--- src/rtl/mini_alu_stack_core.sv ---
// MiniAlu execution core: 28-bit instruction fetch/execute with a parametrised
// datapath, a CALL/RET return stack, a HALT state and a pipeline-freeze input.
module mini_alu_stack_core #(
  parameter int DATA_W      = 16,
  parameter int REG_ADDR_W  = 4,
  parameter int IP_W        = 16,
  parameter int STACK_DEPTH = 4,
  parameter int LED_W       = 3
) (
  input  logic                               Clock,
  input  logic                               Reset,
  input  logic                               iStall,
  input  logic [27:0]                        iInstruction,
  output logic [IP_W-1:0]                    oIP,
  output logic [LED_W-1:0]                   oLed,
  output logic                               oStackErr,
  output logic                               oHalted,
  output logic [$clog2(STACK_DEPTH+1)-1:0]   oStackLevel
);

  localparam int LVL_W = $clog2(STACK_DEPTH + 1);
  localparam int SP_W  = (STACK_DEPTH > 1) ? $clog2(STACK_DEPTH) : 1;
  localparam int NREG  = 1 << REG_ADDR_W;

  typedef enum logic [3:0] {
    opNop  = 4'h0, opAdd  = 4'h1, opSto  = 4'h2, opBle  = 4'h3,
    opBne  = 4'h4, opJmp  = 4'h5, opMul  = 4'h6, opCall = 4'h7,
    opRet  = 4'h8, opInc  = 4'h9, opAddi = 4'hA, opMuli = 4'hB,
    opLed  = 4'hC, opSub  = 4'hD, opRsvd = 4'hE, opHalt = 4'hF
  } opE;

  typedef enum logic {stRun, stHalted} stateE;

  stateE                  state;
  logic [27:0]            ir;
  logic [IP_W-1:0]        ipReg;
  logic [DATA_W-1:0]      regs [NREG];
  logic [IP_W-1:0]        stack [STACK_DEPTH];
  logic [LVL_W-1:0]       stackLevel;

  opE                     op;
  logic [REG_ADDR_W-1:0]  dstAddr, s1Addr, s0Addr;
  logic [DATA_W-1:0]      r1, r0;
  logic [SP_W-1:0]        pushIdx, topIdx;
  logic                   exec, stackFull, stackEmpty;

  logic                   takeBranch, wrEn, ledEn, doPush, doPop, stackFault, haltNow;
  logic [DATA_W-1:0]      wrData;
  logic [IP_W-1:0]        target;

  assign op         = opE'(ir[27:24]);
  assign dstAddr    = ir[16 +: REG_ADDR_W];
  assign s1Addr     = ir[8 +: REG_ADDR_W];
  assign s0Addr     = ir[0 +: REG_ADDR_W];
  assign r1         = regs[s1Addr];
  assign r0         = regs[s0Addr];
  assign pushIdx    = SP_W'(stackLevel);
  assign topIdx     = SP_W'(stackLevel - 1'b1);
  assign stackFull  = (stackLevel == LVL_W'(STACK_DEPTH));
  assign stackEmpty = (stackLevel == '0);
  assign exec       = (state == stRun) && !iStall;

  always_comb begin
    takeBranch = 1'b0;
    wrEn       = 1'b0;
    ledEn      = 1'b0;
    doPush     = 1'b0;
    doPop      = 1'b0;
    stackFault = 1'b0;
    haltNow    = 1'b0;
    wrData     = '0;
    target     = IP_W'(ir[23:16]);
    if (exec) begin
      case (op)
        opAdd:  begin wrEn = 1'b1; wrData = r1 + r0; end
        opSto:  begin wrEn = 1'b1; wrData = DATA_W'(ir[15:0]); end
        opBle:  takeBranch = (r1 <= r0);
        opBne:  takeBranch = (r1 != r0);
        opJmp:  takeBranch = 1'b1;
        opMul:  begin wrEn = 1'b1; wrData = r1 * r0; end
        opCall: begin
          if (stackFull) stackFault = 1'b1;
          else begin doPush = 1'b1; takeBranch = 1'b1; end
        end
        opRet: begin
          if (stackEmpty) stackFault = 1'b1;
          else begin doPop = 1'b1; takeBranch = 1'b1; target = stack[topIdx]; end
        end
        opInc:  begin wrEn = 1'b1; wrData = r1 + 1'b1; end
        opAddi: begin wrEn = 1'b1; wrData = r1 + DATA_W'(ir[7:0]); end
        opMuli: begin wrEn = 1'b1; wrData = r1 * DATA_W'(ir[7:0]); end
        opLed:  ledEn = 1'b1;
        opSub:  begin wrEn = 1'b1; wrData = r1 - r0; end
        opHalt: haltNow = 1'b1;
        default: ;
      endcase
    end
  end

  assign oIP         = takeBranch ? target : ipReg;
  assign oHalted     = (state == stHalted);
  assign oStackLevel = stackLevel;

  always_ff @(posedge Clock or negedge Reset) begin
    if (!Reset) begin
      state      <= stRun;
      ir         <= '0;
      ipReg      <= '0;
      regs       <= '{default: '0};
      stack      <= '{default: '0};
      stackLevel <= '0;
      oLed       <= '0;
      oStackErr  <= 1'b0;
    end else if (exec) begin
      // HALT freezes the fetch pointer at the address following the HALT.
      if (haltNow) begin
        state <= stHalted;
      end else begin
        ir    <= iInstruction;
        ipReg <= oIP + 1'b1;
      end
      if (wrEn)       regs[dstAddr]  <= wrData;
      if (ledEn)      oLed           <= r1[LED_W-1:0];
      if (doPush) begin
        stack[pushIdx] <= ipReg;
        stackLevel     <= stackLevel + 1'b1;
      end
      if (doPop)      stackLevel     <= stackLevel - 1'b1;
      if (stackFault) oStackErr      <= 1'b1;
    end
  end

endmodule

--- config.mk ---
export PLATFORM = sky130hd
export DESIGN_NAME = mini_alu_stack_core
export DESIGN_NICKNAME = d
export VERILOG_FILES = /design/src/rtl/mini_alu_stack_core.sv
export SDC_FILE = /design/constraint.sdc
export NUM_CORES = 1
export LEC_CHECK = 0
export ABC_CLOCK_PERIOD_IN_PS = 7800
export BUFFER_PORTS_ARGS = -buffer_cell sky130_fd_sc_hd__buf_2
export CAP_MARGIN = 20
export CELL_PAD_IN_SITES_DETAIL_PLACEMENT = 1
export CELL_PAD_IN_SITES_GLOBAL_PLACEMENT = 2
export CORE_ASPECT_RATIO = 0.8
export CORE_MARGIN = 8
export CORE_UTILIZATION = 39
export CTS_CLUSTER_DIAMETER = 60
export DETAILED_ROUTE_END_ITERATION = 6
export PLACE_DENSITY = 0.8
export SETUP_SLACK_MARGIN = 0.15
export SYNTH_ARGS = -nofsm -noshare
export SYNTH_HDL_FRONTEND = slang
export SYNTH_SLANG_ARGS = --single-unit
--- constraint.sdc ---
create_clock -name Clock -period 7.8 [get_ports Clock]
set_input_delay 0.78 -clock Clock [delete_from_list [all_inputs] [get_ports Clock]]
set_output_delay 0.78 -clock Clock [all_outputs]
set_load 0.1 [all_outputs]
; ---- Yosys cells after proc, flatten, opt, wreduce, memory -nomap -nowiden
; Cells that the tools add are included.
[word_totals]
reg_bits = 372
input_bits = 31
wordCells = 121
out_inout_bits = 24
[op_classes]
mul = 2
n_addsub = 7
n_bitwise = 7
n_lt_le_gt_ge = 8
mux = 41
eq_ne = 16
n_reduce_logical = 14
[ops]
columns = operator, count
row1 = $bwmux 256, 1
row2 = $mux 16, 13
row3 = $bmux 16 s4, 2
row4 = $pmux 16 s7, 1
row5 = $bwmux 64, 1
row6 = $demux 16 s4, 1
row7 = $add 16x1->16 const B, 2
row8 = $bmux 16 s2, 1
row9 = $demux 16 s2, 1
row10 = $eq 4x4->1 const B, 7
row11 = $add 16x16->16, 1
row12 = $add 16x8->16, 1
row13 = $eq 4x3->1 const B, 4
row14 = $le 16x16->1, 1
row15 = $mul 16x16->16, 1
row16 = $mul 16x8->16, 1
row17 = $mux 1, 16
row18 = $ne 16x16->1, 1
row19 = $sub 16x16->16, 1
row20 = $ge 5x5->1 const B, 3
row21 = $not 4->5, 3
row22 = $reduce_and 2->1, 7
row23 = $eq 4x2->1 const B, 2
row24 = $reduce_or 7->1, 1
row25 = other kinds (16), 22

; ---- Longest topological paths before layout
; Gate-level depths: netlist of the first run.
[depth]
word_depth = 10
ltp_mapped = 35
depth_no_buf = 28

; ---- Worst setup path after synthesis of the first run
; Ideal clock, no wire load.
[synth_timing]
path_kind = flip-flop to flip-flop
startpoint = reg ir[1]
endpoint = reg regs[236] (netlist name)
setup_time_ns = 0.135
setup_slack_ns = -0.123
synth_period_minus_slack_ns = 7.923
n_path_buf = 7
stages_incl_launch_ff = 28
t_required_ns = 7.665
t_arrival_ns = 7.788
cell_sequence = dfrtp_1 buf_2 buf_2 buf_2 buf_2 clkbuf_1 mux4_2 a221oi_2 clkbuf_1 nor2_1 fa_1 inv_1 fa_1 fa_1 fa_1 inv_1 fa_1 inv_1 fa_1 inv_1 ha_1 and3_1 a2111oi_0 xor2_1 o221ai_1 a221oi_1 clkbuf_1 o21ai_0
[synth_between]
elab_chain_cells = 8
word_cells_on_any_way = 12
cone_classes = add/sub (3) / mul (2) / mux (6) / bitwise (1)
[synth_lines]
columns = item, line_no
row1 = start: declaration, 35  ; logic [27:0] ir;
row2 = start signal: assignment, 119  ; ir <= iInstruction;
row3 = $not 4->5 (implied by the code), 56  ; assign r0 = regs[s0Addr];
row4 = $bmux 16 s4, 56
row5 = $mux 16 (implied by the code) (2 in a row), 56
row6 = $mul 16x16->16 (tied with other cells), 80  ; opMul: begin wrEn = 1'b1; wrData = r1 * r0; end
row7 = $pmux 16 s7 *, 74  ; case (op)
row8 = $mux 16 *, 73  ; if (exec) begin
row9 = $bwmux 256 *, 122  ; if (wrEn) regs[dstAddr] <= wrData;
row10 = end signal: indexed assignment, 122
row11 = end: declaration, 37  ; logic [DATA_W-1:0] regs [NREG];
; Mark *: on every way between the ends. The rest lies on a longest branch, timed or not. The select of a mux whose other input is x is not followed.
; A chain may end at the register's enable or synchronous reset.

; ---- Final worst setup path of the first run
[layout_timing]
startpoint = reg ir[0]
endpoint = reg regs[252] (netlist name)
; The elaborated chain is that of the path after synthesis.

==> results.yml, run 1 <==
power:
  power.leakage_nw: 14.19
  ir_drop_uv: 138.4
  power_density_nw_per_um2: 130.9
  fin_total_pwr_mw: 4.091
routing:
  first_pass_iters: 6
  drc: 0
  routedWlPerCell_um: 25.48
  drtIter0Drc: 1595
  viasPerCell: 5.760
  vias: 21310
  antenna_left: 0
  wl_mm: 94.29
yosys:
  synth.distinct_cells: 73
  synth.most_common_cell: "dfrtp_1"
  synth_edf_count: 0
  synth_top_area_cell: "dfrtp_1"
  synth-seq-cells: 372
  ys.flop_type: "dfrtp_1"
  yosys.area.top_type_share_pct: 34.20
  syn_nets: 2930
  ys_seq_area_share_pct: 34.20
  ys_top_cells_by_area: "dfrtp_1 34%, mux4_2 13%, fa_1 10%, ha_1 5.5%, mux2_2 5.0%"
  async_flop_share_pct: 100.0
  yosysWarnings: 0
  synth_area_per_cell_um2: 10.32
  netlist_area_um2: 27220
  synth_common_cells: "372 x dfrtp_1, 354 x nand2_1, 226 x inv_1"
  syn_inst: 2638
global_route:
  grt_usage_pct: 23.72
  grt_pass1_wl_mm: 144.5
  overflow: 0
  grt_max_degree: 156
  grt_pass1_vias: 22980
  grt_antenna_before_repair: 1
flow_run:
  drv_cap: 0
worst_hold_path:
  min_path_type: "in -> async"
worst_setup_path:
  crit_buf_inv: 7
  critPathKind: "reg -> reg"
  start_kind: "register"
  r2r_start: "ir[0]$_DFFE_PN0P_"
  rrSetupSlack_ps: 360
  cp.required_ps: 8200
  path_cells: "buf_12 > buf_16 > mux4_2 > mux4_2 > nand2_2 > fa_1 > fa_1 > fa_2 > fa_1 > inv_1 > fa_1 > inv_1 > fa_1 > inv_1 > ha_4 > and3_1 > a2111oi_2 > buf_4 > xor2_2 > o221ai_1 > a221oi_2 > buf_6 > o21ai_0"
  crit_path_end_kind: "register"
  reg2reg_depth: 23
  cp.arrival_ps: 7840
  cp_max_fo: 9
  slowest_delay_ps: 630
  crit_family: "adder cells"
  r2r_end: "regs[252]$_DFFE_PN0P_"
  crit_top_cell: "fa_1"
  slowest_stage: "mux4_2"
placement:
  place_congestion: 0.9318
  dp_hpwl_mm: 66.12
  numPortBuffers: 54
sta:
  drv_slew: 0
  tightest_slew_ps: 1065
  hold_viol_final: 0
  fin_skew_ps: 62.07
  rsz0062_at_grt: "no"
  max_freq_mhz: 134.4
  layout_min_cycle_time_ps: 7440
  relSlewSlack_pct: 29.01
  fin_tns_setup_ps: 0
  period_share_pct: 95.39
  finalSetupViolations: 0
cts:
  clockBufferDepth: 3
  hold_buffers: 0
  ctsHtreeMaxLevel: 2
  root_buffer: "clkbuf_16"
  tritoncts: "done"
  cts_made_buffers: 44
  cts.clk_slew.worst_paths_ps: 60
  clkLatencyLatePin_ps: 610
  clock-sinks: 372
finish:
  area_growth_pct: 14.81
  drive_above_1_share_pct: 22.81
  fin_nets: 3034
  multi_input_area_um2: 16530
  regArea_um2: 9325
  nFillCells: 7527
floorplanning:
  rows: 86
  ioPinCount: 55
  die_x_um: 311.4
  die_h_um: 252.3
  die_area_um2: 78560
  core_area_um2: 68970
  start_util_pct: 39.47
outcome:
  outcome: "completed"
[cells by family (layout without fill, tap and decap cells)]
family          after synthesis  after routing  share of synthesized area [%]
other cells                   0              1                              0
mux                         288            288                          18.30
compound gates              513            514                          11.25
flops                       372            372                          34.20
buf+inv                     397            533                          5.851
xor+xnor                     97             97                          3.323
simple gates                710            710                          11.17
fa+ha+maj                   261            261                          15.91
[metal layers]
| layer | wire [um] | track usage (%) | up-vias |
|---|---|---|---|
| met2 | 43400 | 37.36 | 666 |
| met5 | 0 | 0 | - |
| met3 | 5898 | 3.538 | 135 |
| met1 | 42830 | 34.14 | 11240 |
| li1 | - | - | 9276 |
| met4 | 2165 | 6.391 | 0 |
[what timing repair did]
item | CTS | global route
gates cloned | 2 | 4
buffers inserted | 8 | 31
setup endpoints to repair | 40 | 74
pin swaps | 0 | 7
resized for setup | 5 | 43
[power breakdown]
group | leakage [nW] | internal, mW | total [mW] | switching (mW)
registers | 5.18 | 1.93 | 1.93 | 0.000306
clock network | 0.722 | 1.20 | 2.09 | 0.891
logic | 8.29 | 0.0136 | 0.0666 | 0.0530
[registers in the layout, summed over array words and instances, names as in the netlist]
register	flops
ir	28
stack	64
regs	256
oStackLevel	3
ipReg	16
oHalted	1
oLed	3
oStackErr	1
[worst max path at each step]
stage,startpoint,cells past startpoint,endpoint
after floorplan,ir[1]$_DFFE_PN0P_,27,regs[236]$_DFFE_PN0P_
after global placement,ir[0]$_DFFE_PN0P_,27,regs[238]$_DFFE_PN0P_
after detailed placement,ir[0]$_DFFE_PN0P_,22,regs[252]$_DFFE_PN0P_
after CTS,ir[1]$_DFFE_PN0P_,25,regs[252]$_DFFE_PN0P_
after global routing,ir[8]$_DFFE_PN0P_,23,regs[252]$_DFFE_PN0P_
final,ir[0]$_DFFE_PN0P_,23,regs[252]$_DFFE_PN0P_
[through the flow]
| stage | hold WS (ps) | util (%) | worst slack, ps | cell area (um^2) | std cells |
|---|---|---|---|---|---|
| detailed placement | 488.8 | 42.19 | 100.6 | 29100 | 3574 |
| finish | 333.9 | 45.31 | 359.8 | 31250 | 3700 |
| CTS | 362.0 | 44.57 | 159.3 | 30740 | 3663 |
| global route | 374.2 | 45.31 | 136.6 | 31250 | 3699 |
| global placement | 473.9 | 42.19 | 134.4 | 29100 | 3574 |
| floorplan | 458.2 | - | 176.7 | 27230 | 2638 |
[cell usage in the layout, fill, tap and decap left out, drive strengths merged, types with 16 or more instances in the layout]
master / n
dfrtp: 372
a21oi: 157
and2: 66
a22oi: 34
fa: 142
nor3: 17
nor2b: 16
o21ai: 211
xnor2: 68
mux2: 121
xor2: 25
mux4: 155
ha: 119
clkbuf: 65
nor2: 201
inv: 231
nand2: 355
buf: 219
[final cells by class]
cell class | count | area share [%]
multi-input combinational | 1870 | 52.89
sequential | 372 | 29.84
timing repair buffer | 222 | 6.030
clock buffer | 63 | 4.008
tap | 924 | 3.699
inverter | 232 | 2.827
clock inverter | 16 | 0.7006
antenna | 1 | 0.008007
(Power assumes the default switching activity.)
==> inputs of run 2 (changes only) <==
RECOVER_POWER = 100   (was not set)
==> run 2 against run 1 <==
Effect of this change: the flow now finishes with violations (capacitance limit, slew limit); sequential share of layout area rose by 0.12 points; worst hold slack got worse by 18 ps; critical path depth unchanged; utilization decreased by 0.19 points; sequential cell count unchanged; combinational power fell by 4.8%; worst setup slack lost 14 ps; fmax fell by 0.18%; clock power hardly changed; total power is 0.13% lower; wire length about the same; cell count barely moved; critical path type unchanged; largest cell class unchanged; largest power group unchanged.
==> results.yml, run 2 (synthesis results as in run 1) <==
sta:
  layout_min_cycle_time_ps: 7454
  fin_skew_ps: 60.85
  finalSetupViolations: 0
  rsz0062_at_grt: "no"
  relSlewSlack_pct: -164.2
  hold_viol_final: 0
  period_share_pct: 95.56
  tightest_slew_ps: 3963
  fin_tns_setup_ps: 0
  drv_slew: 359
  max_freq_mhz: 134.2
floorplanning:
  die_area_um2: 78560
  rows: 86
  start_util_pct: 39.47
  ioPinCount: 55
  die_h_um: 252.3
  die_x_um: 311.4
  core_area_um2: 68970
cts:
  cts.clk_slew.worst_paths_ps: 60
  tritoncts: "done"
  clockBufferDepth: 3
  ctsHtreeMaxLevel: 2
  cts_made_buffers: 44
  clkLatencyLatePin_ps: 610
  clock-sinks: 372
  hold_buffers: 0
  root_buffer: "clkbuf_16"
finish:
  largest_register: "regs"
  largest_reg_flops: 256
  antenna_cells: 0
  fin_nets: 3034
  layout_common_cells: "367 x dfrtp_1, 345 x nand2_1, 222 x inv_1"
  final_common_cell: "dfrtp_1"
  fin_util_pct: 45.12
  area_growth_pct: 14.33
  fin_cells: 3699
  drive_above_1_share_pct: 21.80
  largestRegisters: "regs x256, stack x64, ir x28"
power:
  power.leakage_nw: 14.10
  fin_total_pwr_mw: 4.086
  power_density_nw_per_um2: 131.3
  ir_drop_uv: 138.3
routing:
  viasPerCell: 5.759
  vias: 21300
  wl_mm: 94.25
  drtIter0Drc: 1580
  drc: 0
  first_pass_iters: 5
  routedWlPerCell_um: 25.48
  antenna_left: 0
outcome:
  violations: "capacitance limit, slew limit"
  outcome: "finished, violations left"
worst_setup_path:
  start_kind: "register"
  startpoint: "ir[0]$_DFFE_PN0P_"
  cp_max_fo: 9
  slowest_delay_ps: 630
  cp.required_ps: 8200
  cp.arrival_ps: 7850
  critPathKind: "reg -> reg"
  crit_path_end_kind: "register"
  rrSetupSlack_ps: 350
  slowest_stage: "mux4_2"
  r2r_end: "regs[252]$_DFFE_PN0P_"
  crit_path_end: "regs[252]$_DFFE_PN0P_"
  path_cells: "buf_12 > buf_16 > mux4_2 > mux4_2 > nand2_2 > fa_1 > fa_1 > fa_2 > fa_1 > inv_1 > fa_1 > inv_1 > fa_1 > inv_1 > ha_4 > and3_1 > a2111oi_2 > buf_4 > xor2_2 > o221ai_1 > a221oi_2 > buf_6 > o21ai_0"
  reg2reg_depth: 23
  crit_top_cell: "fa_1"
  r2r_start: "ir[0]$_DFFE_PN0P_"
global_route:
  grt_usage_pct: 23.72
  grt_pass1_vias: 22980
  grt_max_degree: 156
  grt_pass1_wl_mm: 144.5
  grt_antenna_before_repair: 1
  overflow: 0
placement:
  dp_cells: 3574
  place_congestion: 0.9318
  dp_hpwl_mm: 66.12
  numPortBuffers: 54
worst_hold_path:
  min_path_type: "in -> async"
flow_run:
  drv_cap: 8
-- run 2: worst max-delay path: cells and delay by family (launching register included) --
kind	cells	cell delay [ps]
XOR/XNOR	1	170
adder cells (fa/ha/maj)	7	3290
AO/OA/AOI/OAI	4	950
AND/OR/NAND/NOR	2	300
buffers and inverters	7	880
flip-flops	1	490
multiplexers	2	1130
-- run 2: final cells by class --
cell class              instances  area (um^2)
flip-flops and latches        372         9325
clock inverters                16        219.0
clock buffers                  63         1252
well taps                     924         1156
multi-input cells            1870        16490
inverters                     232        883.3
repair buffers                222         1793
fillers                      7540        37850
-- run 2: worst min path at each step --
stage / startpoint / endpoint / slack, ps / cells past startpoint
6_report: Reset / regs[225]$_DFFE_PN0P_ / 320 / 1
5_1_grt: iInstruction[22] / ir[22]$_DFFE_PN0P_ / 370 / 2
4_1_cts: Reset / regs[190]$_DFFE_PN0P_ / 360 / 1
3_5_place_dp: stack[49]$_DFFE_PN0P_ / stack[49]$_DFFE_PN0P_ / 490 / 1
3_3_place_gp: regs[156]$_DFFE_PN0P_ / regs[156]$_DFFE_PN0P_ / 470 / 2
2_1_floorplan: regs[153]$_DFFE_PN0P_ / regs[153]$_DFFE_PN0P_ / 460 / 2
-- run 2: metrics by stage --
stage	setup slack (ps)	cell area, um^2	hold WS, ps
floorplan	176.7	27230	458.2
global placement	134.4	29100	473.9
detailed placement	100.6	29100	488.8
CTS	159.3	30740	362.0
global route	81.88	31120	374.3
finish	346.0	31120	315.8
-- run 2: per-layer routing --
metal / vias to the layer above / wire length [um] / track usage [%] / part of all wire (%)
met4: 0 / 2072 / 6.391 / 2.2
met1: 11290 / 43090 / 34.14 / 46
met2: 613 / 43490 / 37.36 / 46
met5: - / 0 / 0 / 0
li1: 9275 / - / - / -
met3: 124 / 5590 / 3.538 / 5.9
-- run 2: repair_timing --
item,CTS,global route
gates cloned,2,4
pin swaps,0,7
buffers inserted,8,31
gates resized for setup,5,43
endpoints found under the setup margin,40,74
-- run 2: power breakdown --
part	switching [mW]	leakage [nW]	internal, mW	total [mW]
clock	0.888	0.722	1.20	2.09
sequential	0.000298	5.18	1.93	1.93
combinational	0.0525	8.19	0.0109	0.0634
